`config.mk`:
```
export PLATFORM = sky130hd
export DESIGN_NAME = wb_accel_dispatch
export DESIGN_NICKNAME = d
export VERILOG_FILES = /design/src/rtl/wb_accel_dispatch.sv
export SDC_FILE = /design/constraint.sdc
export NUM_CORES = 1
export LEC_CHECK = 0
export CAP_MARGIN = 20
export CORE_UTILIZATION = 30
export CTS_BUF_LIST = sky130_fd_sc_hd__clkbuf_16
export DETAILED_ROUTE_END_ITERATION = 8
export GPL_ROUTABILITY_DRIVEN = 0
export GPL_TIMING_DRIVEN = 0
export PLACE_DENSITY_LB_ADDON = 0.08
export SLEW_MARGIN = 0
export SYNTH_ARGS = -nofsm -noshare
export SYNTH_HDL_FRONTEND = slang
export SYNTH_SLANG_ARGS = --single-unit
```
`constraint.sdc`:
```
create_clock -name clk -period 2.05 [get_ports clk]
set_input_delay 0.41 -clock clk [delete_from_list [all_inputs] [get_ports clk]]
set_output_delay 0.41 -clock clk [all_outputs]
set_load 0.1 [all_outputs]
```
`src/rtl/wb_accel_dispatch.sv`:
```
// Wishbone dispatcher to NR_ACCEL accelerator windows plus a local control page.
// Latency: 1 cycle for control/unmapped, j+2 for accelerators; single-outstanding, stb ignored until IDLE.
module wb_accel_dispatch #(
    parameter int unsigned NR_ACCEL  = 2,
    parameter int unsigned WIN_BITS  = 12,
    parameter logic [31:0] BASE_ADDR = 32'h0000_0000,
    parameter int unsigned TIMEOUT   = 255
) (
    input  logic                     clk,
    input  logic                     rst,
    input  logic [31:0]              wbs_adr_i,
    input  logic [31:0]              wbs_dat_i,
    input  logic [3:0]               wbs_sel_i,
    input  logic                     wbs_we_i,
    input  logic                     wbs_cyc_i,
    input  logic                     wbs_stb_i,
    output logic [31:0]              wbs_dat_o,
    output logic                     wbs_ack_o,
    output logic                     wbs_err_o,
    output logic [31:0]              acc_adr_o,
    output logic [31:0]              acc_dat_o,
    output logic [3:0]               acc_sel_o,
    output logic                     acc_we_o,
    output logic [NR_ACCEL-1:0]      acc_cyc_o,
    output logic [NR_ACCEL-1:0]      acc_stb_o,
    input  logic [32*NR_ACCEL-1:0]   acc_dat_i,
    input  logic [NR_ACCEL-1:0]      acc_ack_i,
    input  logic [NR_ACCEL-1:0]      acc_err_i,
    input  logic [NR_ACCEL-1:0]      acc_done_i,
    output logic                     irq
);
    localparam int unsigned IW = (NR_ACCEL > 1) ? $clog2(NR_ACCEL) : 1;

    typedef enum logic [1:0] {S_IDLE, S_ACCESS, S_RESP} state_t;

    state_t              state_q, state_d;
    logic [31:0]         adr_q, adr_d, dat_q, dat_d, rdat_q, rdat_d;
    logic [3:0]          sel_q, sel_d;
    logic                we_q, we_d, ack_q, ack_d, err_q, err_d, irq_q;
    logic [IW-1:0]       tgt_q, tgt_d;
    logic [15:0]         timer_q, timer_d, to_cnt_q, to_cnt_d;
    logic [NR_ACCEL-1:0] status_q, status_d, irq_en_q, irq_en_d, done_prev_q, w1c;

    logic [31:0]         rel, region, ctl_rdat;
    logic [WIN_BITS-1:0] page_off;
    logic                below, hit_acc, hit_ctl, ack_k, err_k;
    logic [31:0]         dat_k;

    assign rel      = wbs_adr_i - BASE_ADDR;
    assign region   = rel >> WIN_BITS;
    assign page_off = rel[WIN_BITS-1:0];
    assign below    = wbs_adr_i < BASE_ADDR;
    assign hit_acc  = !below && (region < NR_ACCEL);
    assign hit_ctl  = !below && (region == NR_ACCEL);

    // Only the selected accelerator's response lines are observed.
    assign ack_k = acc_ack_i[tgt_q];
    assign err_k = acc_err_i[tgt_q];
    assign dat_k = acc_dat_i[32*tgt_q +: 32];

    always_comb begin
        ctl_rdat = '0;
        if (page_off == WIN_BITS'(0))
            ctl_rdat[NR_ACCEL-1:0] = status_q;
        else if (page_off == WIN_BITS'(4))
            ctl_rdat[NR_ACCEL-1:0] = irq_en_q;
        else if (page_off == WIN_BITS'(8))
            ctl_rdat[15:0] = to_cnt_q;
    end

    always_comb begin
        state_d  = state_q;
        adr_d    = adr_q;
        dat_d    = dat_q;
        sel_d    = sel_q;
        we_d     = we_q;
        tgt_d    = tgt_q;
        timer_d  = timer_q;
        to_cnt_d = to_cnt_q;
        irq_en_d = irq_en_q;
        rdat_d   = '0;
        ack_d    = 1'b0;
        err_d    = 1'b0;
        w1c      = '0;
        case (state_q)
            S_IDLE: begin
                if (wbs_cyc_i && wbs_stb_i) begin
                    adr_d = wbs_adr_i;
                    dat_d = wbs_dat_i;
                    sel_d = wbs_sel_i;
                    we_d  = wbs_we_i;
                    tgt_d = region[IW-1:0];
                    if (hit_acc) begin
                        state_d = S_ACCESS;
                        timer_d = '0;
                    end else if (hit_ctl) begin
                        state_d = S_RESP;
                        ack_d   = 1'b1;
                        if (!wbs_we_i) begin
                            rdat_d = ctl_rdat;
                        end else if (wbs_sel_i[0]) begin
                            if (page_off == WIN_BITS'(0))
                                w1c = wbs_dat_i[NR_ACCEL-1:0];
                            if (page_off == WIN_BITS'(4))
                                irq_en_d = wbs_dat_i[NR_ACCEL-1:0];
                        end
                    end else begin
                        state_d = S_RESP;
                        err_d   = 1'b1;
                    end
                end
            end
            S_ACCESS: begin
                timer_d = timer_q + 16'd1;
                // An abandoned cycle beats any response; err beats ack; both beat the timeout.
                if (!wbs_cyc_i) begin
                    state_d = S_IDLE;
                end else if (err_k) begin
                    state_d = S_RESP;
                    err_d   = 1'b1;
                end else if (ack_k) begin
                    state_d = S_RESP;
                    ack_d   = 1'b1;
                    rdat_d  = dat_k;
                end else if (timer_q == 16'(TIMEOUT - 1)) begin
                    state_d = S_RESP;
                    err_d   = 1'b1;
                    if (to_cnt_q != 16'hFFFF)
                        to_cnt_d = to_cnt_q + 16'd1;
                end
            end
            S_RESP:  state_d = S_IDLE;
            default: state_d = S_IDLE;
        endcase
        // Set after clear so a coincident done edge survives a W1C.
        status_d = (status_q & ~w1c) | (acc_done_i & ~done_prev_q);
    end

    always_ff @(posedge clk) begin
        if (rst) begin
            state_q     <= S_IDLE;
            adr_q       <= '0;
            dat_q       <= '0;
            sel_q       <= '0;
            we_q        <= 1'b0;
            tgt_q       <= '0;
            timer_q     <= '0;
            to_cnt_q    <= '0;
            irq_en_q    <= '0;
            status_q    <= '0;
            done_prev_q <= '0;
            rdat_q      <= '0;
            ack_q       <= 1'b0;
            err_q       <= 1'b0;
            irq_q       <= 1'b0;
        end else begin
            state_q     <= state_d;
            adr_q       <= adr_d;
            dat_q       <= dat_d;
            sel_q       <= sel_d;
            we_q        <= we_d;
            tgt_q       <= tgt_d;
            timer_q     <= timer_d;
            to_cnt_q    <= to_cnt_d;
            irq_en_q    <= irq_en_d;
            status_q    <= status_d;
            done_prev_q <= acc_done_i;
            rdat_q      <= rdat_d;
            ack_q       <= ack_d;
            err_q       <= err_d;
            irq_q       <= |(status_q & irq_en_q);
        end
    end

    assign acc_cyc_o = (state_q == S_ACCESS) ? (NR_ACCEL'(1) << tgt_q) : '0;
    assign acc_stb_o = acc_cyc_o;
    assign acc_adr_o = adr_q;
    assign acc_dat_o = dat_q;
    assign acc_sel_o = sel_q;
    assign acc_we_o  = we_q;
    assign wbs_dat_o = rdat_q;
    assign wbs_ack_o = ack_q;
    assign wbs_err_o = err_q;
    assign irq       = irq_q;
endmodule
```
==> impl_results.md <==
- Buf/Inv on CP: 1
- I/O pins: between 200 and 300
- CP max stage delay: around 0.87 ns
- DIE AREA: about 20000 µm²
- Area delta synth->final: 63.16%
- Clock root cell: clkbuf_16
- Reg-to-reg slack, setup: roughly 0.050 ns
- Final worst path period need: 2.015 ns
- Syn. warnings: 0
- Initial Util: 30.51%
- FFs w/ async S/R, synth: 0%
- Hold path startpoint: wbs_adr_i[20]
- Synth cell types: 51
- Crit path launch type: flip-flop
- CP arrival: about 1.6 ns
- Crit Path Max Fanout: 1
- Crit-path cells: dlygate4sd2_1
- Core Area: 19400 µm²
- Relative slew slack: 33.53%
- Post-synthesis register bit count: approximately 140
- Crit-path leading delay family: buffers and inverters
- Endpoints failing hold: 0
- Via density: about 4.8
- Share of cells above drive strength 1: 15.19%
- Die X: 142.5 µm
- CTS buffer count: 17
- Net Count, Synth: roughly 840
- Initial antenna violation count: 1
- Max-cap violations: 0
- Worst skew pair latency: around 0.42 ns
- Post-Route WL: slightly below 20 mm
- Mapped cell area: around 5900 µm²
- Final ANT Viol Nets: 0
- Synthesized area per cell: 8.493 µm²
- Buffers on Ports: about 250
- Clock Skews: between 0.01 and 0.015 ns
- Vias in the first global route: approximately 5.6k
- Synth top area cells: dfxtp_1, nand2_1, a21oi_1
- CTS tree: yes
- P per Cell Area: ~750 nW/µm²
- Vias: a little over 6k
- Yosys top cell by area: dfxtp_1
- Tightest Pin Transition: between 1 and 1.5 ns
- Yosys top cell area share: between 40% and 50%
- Worst path required time: ~1.6 ns
- Grt ovf: 0
- Area after DPL: slightly below 9000 µm²
- DP Wirelength: about 15 mm
- RSZ-0062 raised after global routing: true
- Clock Pin Slew Worst Setup and Hold Paths: about 0.06 ns
- Dominant synthesized flop cell: dfxtp_1
- Crit end category: output pin
- GR Util All Layers: around a fifth
- Post-place setup slack: -1.024 ns
- Final Max Tran Viols: 0
- Drt drc: 0
- Largest net degree at the start of global routing: 17
- Worst hold slack: 0.3068 ns
- HP Class: input port to flip-flop
- Max Fclk: ~0.50 GHz
- Critical path class: flip-flop to output pin
- Critical Path Start: wbs_dat_o[1]
- CTS max path bufs: 2
- Fill count: approximately 2.0k
- Die Y: 142.5 µm
- Post-synth EDFFs: 0
- DRT iter0 DRCs: 230
- Final setup vio count: 0
- Maximum vdd drop: 631.5 µV
- Period utilisation layout: ~100%
- DR WL/cell: approximately 16 µm
- Std cell rows: 51
- Leakage: 0.003670 µW
- Post-Syn Instances: 697
- Fin nets: between 1k and 1.5k
- CTS Sinks: between 100 and 150
- RR Startpoint: timer_q[0]
- Status: finished clean
- Max H-tree Level: 4
- Final Cell Area: approximately 9700 µm²
- Sequential share of the synthesized area: between 40% and 50%
- CP max-delay cell: dlygate4sd2_1
- Drt pass-1 iters: 6
- First-pass GRT wire length: roughly 30 mm
- Final Worst Setup Slack: about 0.035 ns
## power breakdown
part           internal, µW  switching [µW]  total [µW]
sequential             2860            37.6        2900
combinational           391             753        1140
clock                  1930            1280        3220
total                  5190            2070        7260
## repair_timing
item	in CTS	in global routing
cloned	1	1
hold buffers	0	0
setup buffers	5	9
gates resized for setup	232	114
pin swaps	11	16
endpoints found under the setup margin	212	111
## state kept, by name, summed over array words and instances, names as in the netlist
name,cells
acc_adr_o,32
acc_dat_o,32
acc_sel_o,4
acc_we_o,1
done_prev_q,2
irq,1
irq_en_q,2
state_q,2
status_q,2
timer_q,16
to_cnt_q,16
wbs_ack_o,1
wbs_dat_o,32
wbs_err_o,1
## metrics by stage
stage	total power [µW]	instances	setup TNS (ns)	util [%]
final	7262	1260	0	49.79
after global placement	4142	1210	-89.69	45.08
after floorplan	3640	697	-0.002593	-
after global routing	7528	1260	-0.2096	49.79
after CTS	7352	1249	-0.1167	49.05
after detailed placement	4144	1211	-69.05	45.10
## routing by layer
metal | GRT usage, % | up-vias | part of all wire [%]
met4 | 6.735 | 0 | 1.6
met2 | 31.32 | 204 | 47
met5 | 0 | - | 0
met1 | 23.12 | 2783 | 43
met3 | 6.326 | 23 | 8.2
li1 | - | 3035 | -
## cell usage after synthesis, drive strengths merged (4+ instances only)
| cell | number |
|---|---|
| nor4 | 5 |
| inv | 5 |
| a21oi | 103 |
| o21ai | 17 |
| o31ai | 10 |
| nand2 | 157 |
| and3 | 4 |
| mux2i | 36 |
| nand3 | 15 |
| clkbuf | 33 |
| nor2 | 32 |
| o2bb2ai | 14 |
| or3 | 17 |
| and4 | 6 |
| nor3 | 9 |
| nor2b | 7 |
| and2 | 5 |
| nand4 | 13 |
| buf | 13 |
| nand2b | 6 |
| or4 | 14 |
| dfxtp | 144 |
## kinds of logic after synthesis
kind of cell	synth area share, %
simple gates	24.39
compound gates	16.02
flops	48.70
buf+inv	3.720
mux	6.088
xor+xnor	0.4440
fa+ha+maj	0.6342
## worst reg2reg max path, cell delays in order (launching register included)
cell and delay [ns]:
dfxtp_4 0.37, inv_4 0.06, ha_4 0.12, nor4b_4 0.22, and4_4 0.27, o211ai_1 0.13, clkdlybuf4s15_2 0.27, or3_1 0.35
a21oi_1 0.14
## final timing paths
| path | to | cells past startpoint |
|---|---|---|
| max | wbs_dat_o[1] | 1 |
| min | acc_adr_o[20] | 3 |
| max reg2reg | to_cnt_q[14] | 8 |
| min reg2reg | acc_dat_o[10] | 2 |
## area by class of cell
cell class	instances	area, µm²	area share, %
Antenna cell	1	2.502	0.02591
Tap cell	265	331.6	3.433
Inverter	5	21.27	0.2202
Clock inverter	15	182.7	1.891
Timing Repair Buffer	265	2445	25.31
Multi-Input combinational cell	502	3098	32.08
Sequential cell	144	2897	29.99
Buffer	46	255.2	2.643
Clock buffer	17	425.4	4.405
## layout by cell type, fill, tap and decap left out, types with 7 or more instances in the layout
cell type,Yosys,layout
mux2i_1,36,36
nor3_1,8,7
o21ai_0,17,17
or4_1,13,9
o31ai_1,10,7
nand3_1,15,14
clkdlybuf4s50_1,0,119
nand2_1,157,157
or3_1,17,17
dlygate4sd2_1,0,43
nor2_1,32,30
clkbuf_2,0,36
o2bb2ai_2,0,10
a21oi_1,103,100
clkbuf_16,0,17
clkdlybuf4s15_1,0,45
dfxtp_1,144,139
nand4_1,13,13
buf_4,4,20
clkbuf_1,33,26
(Power assumes the default switching activity.)
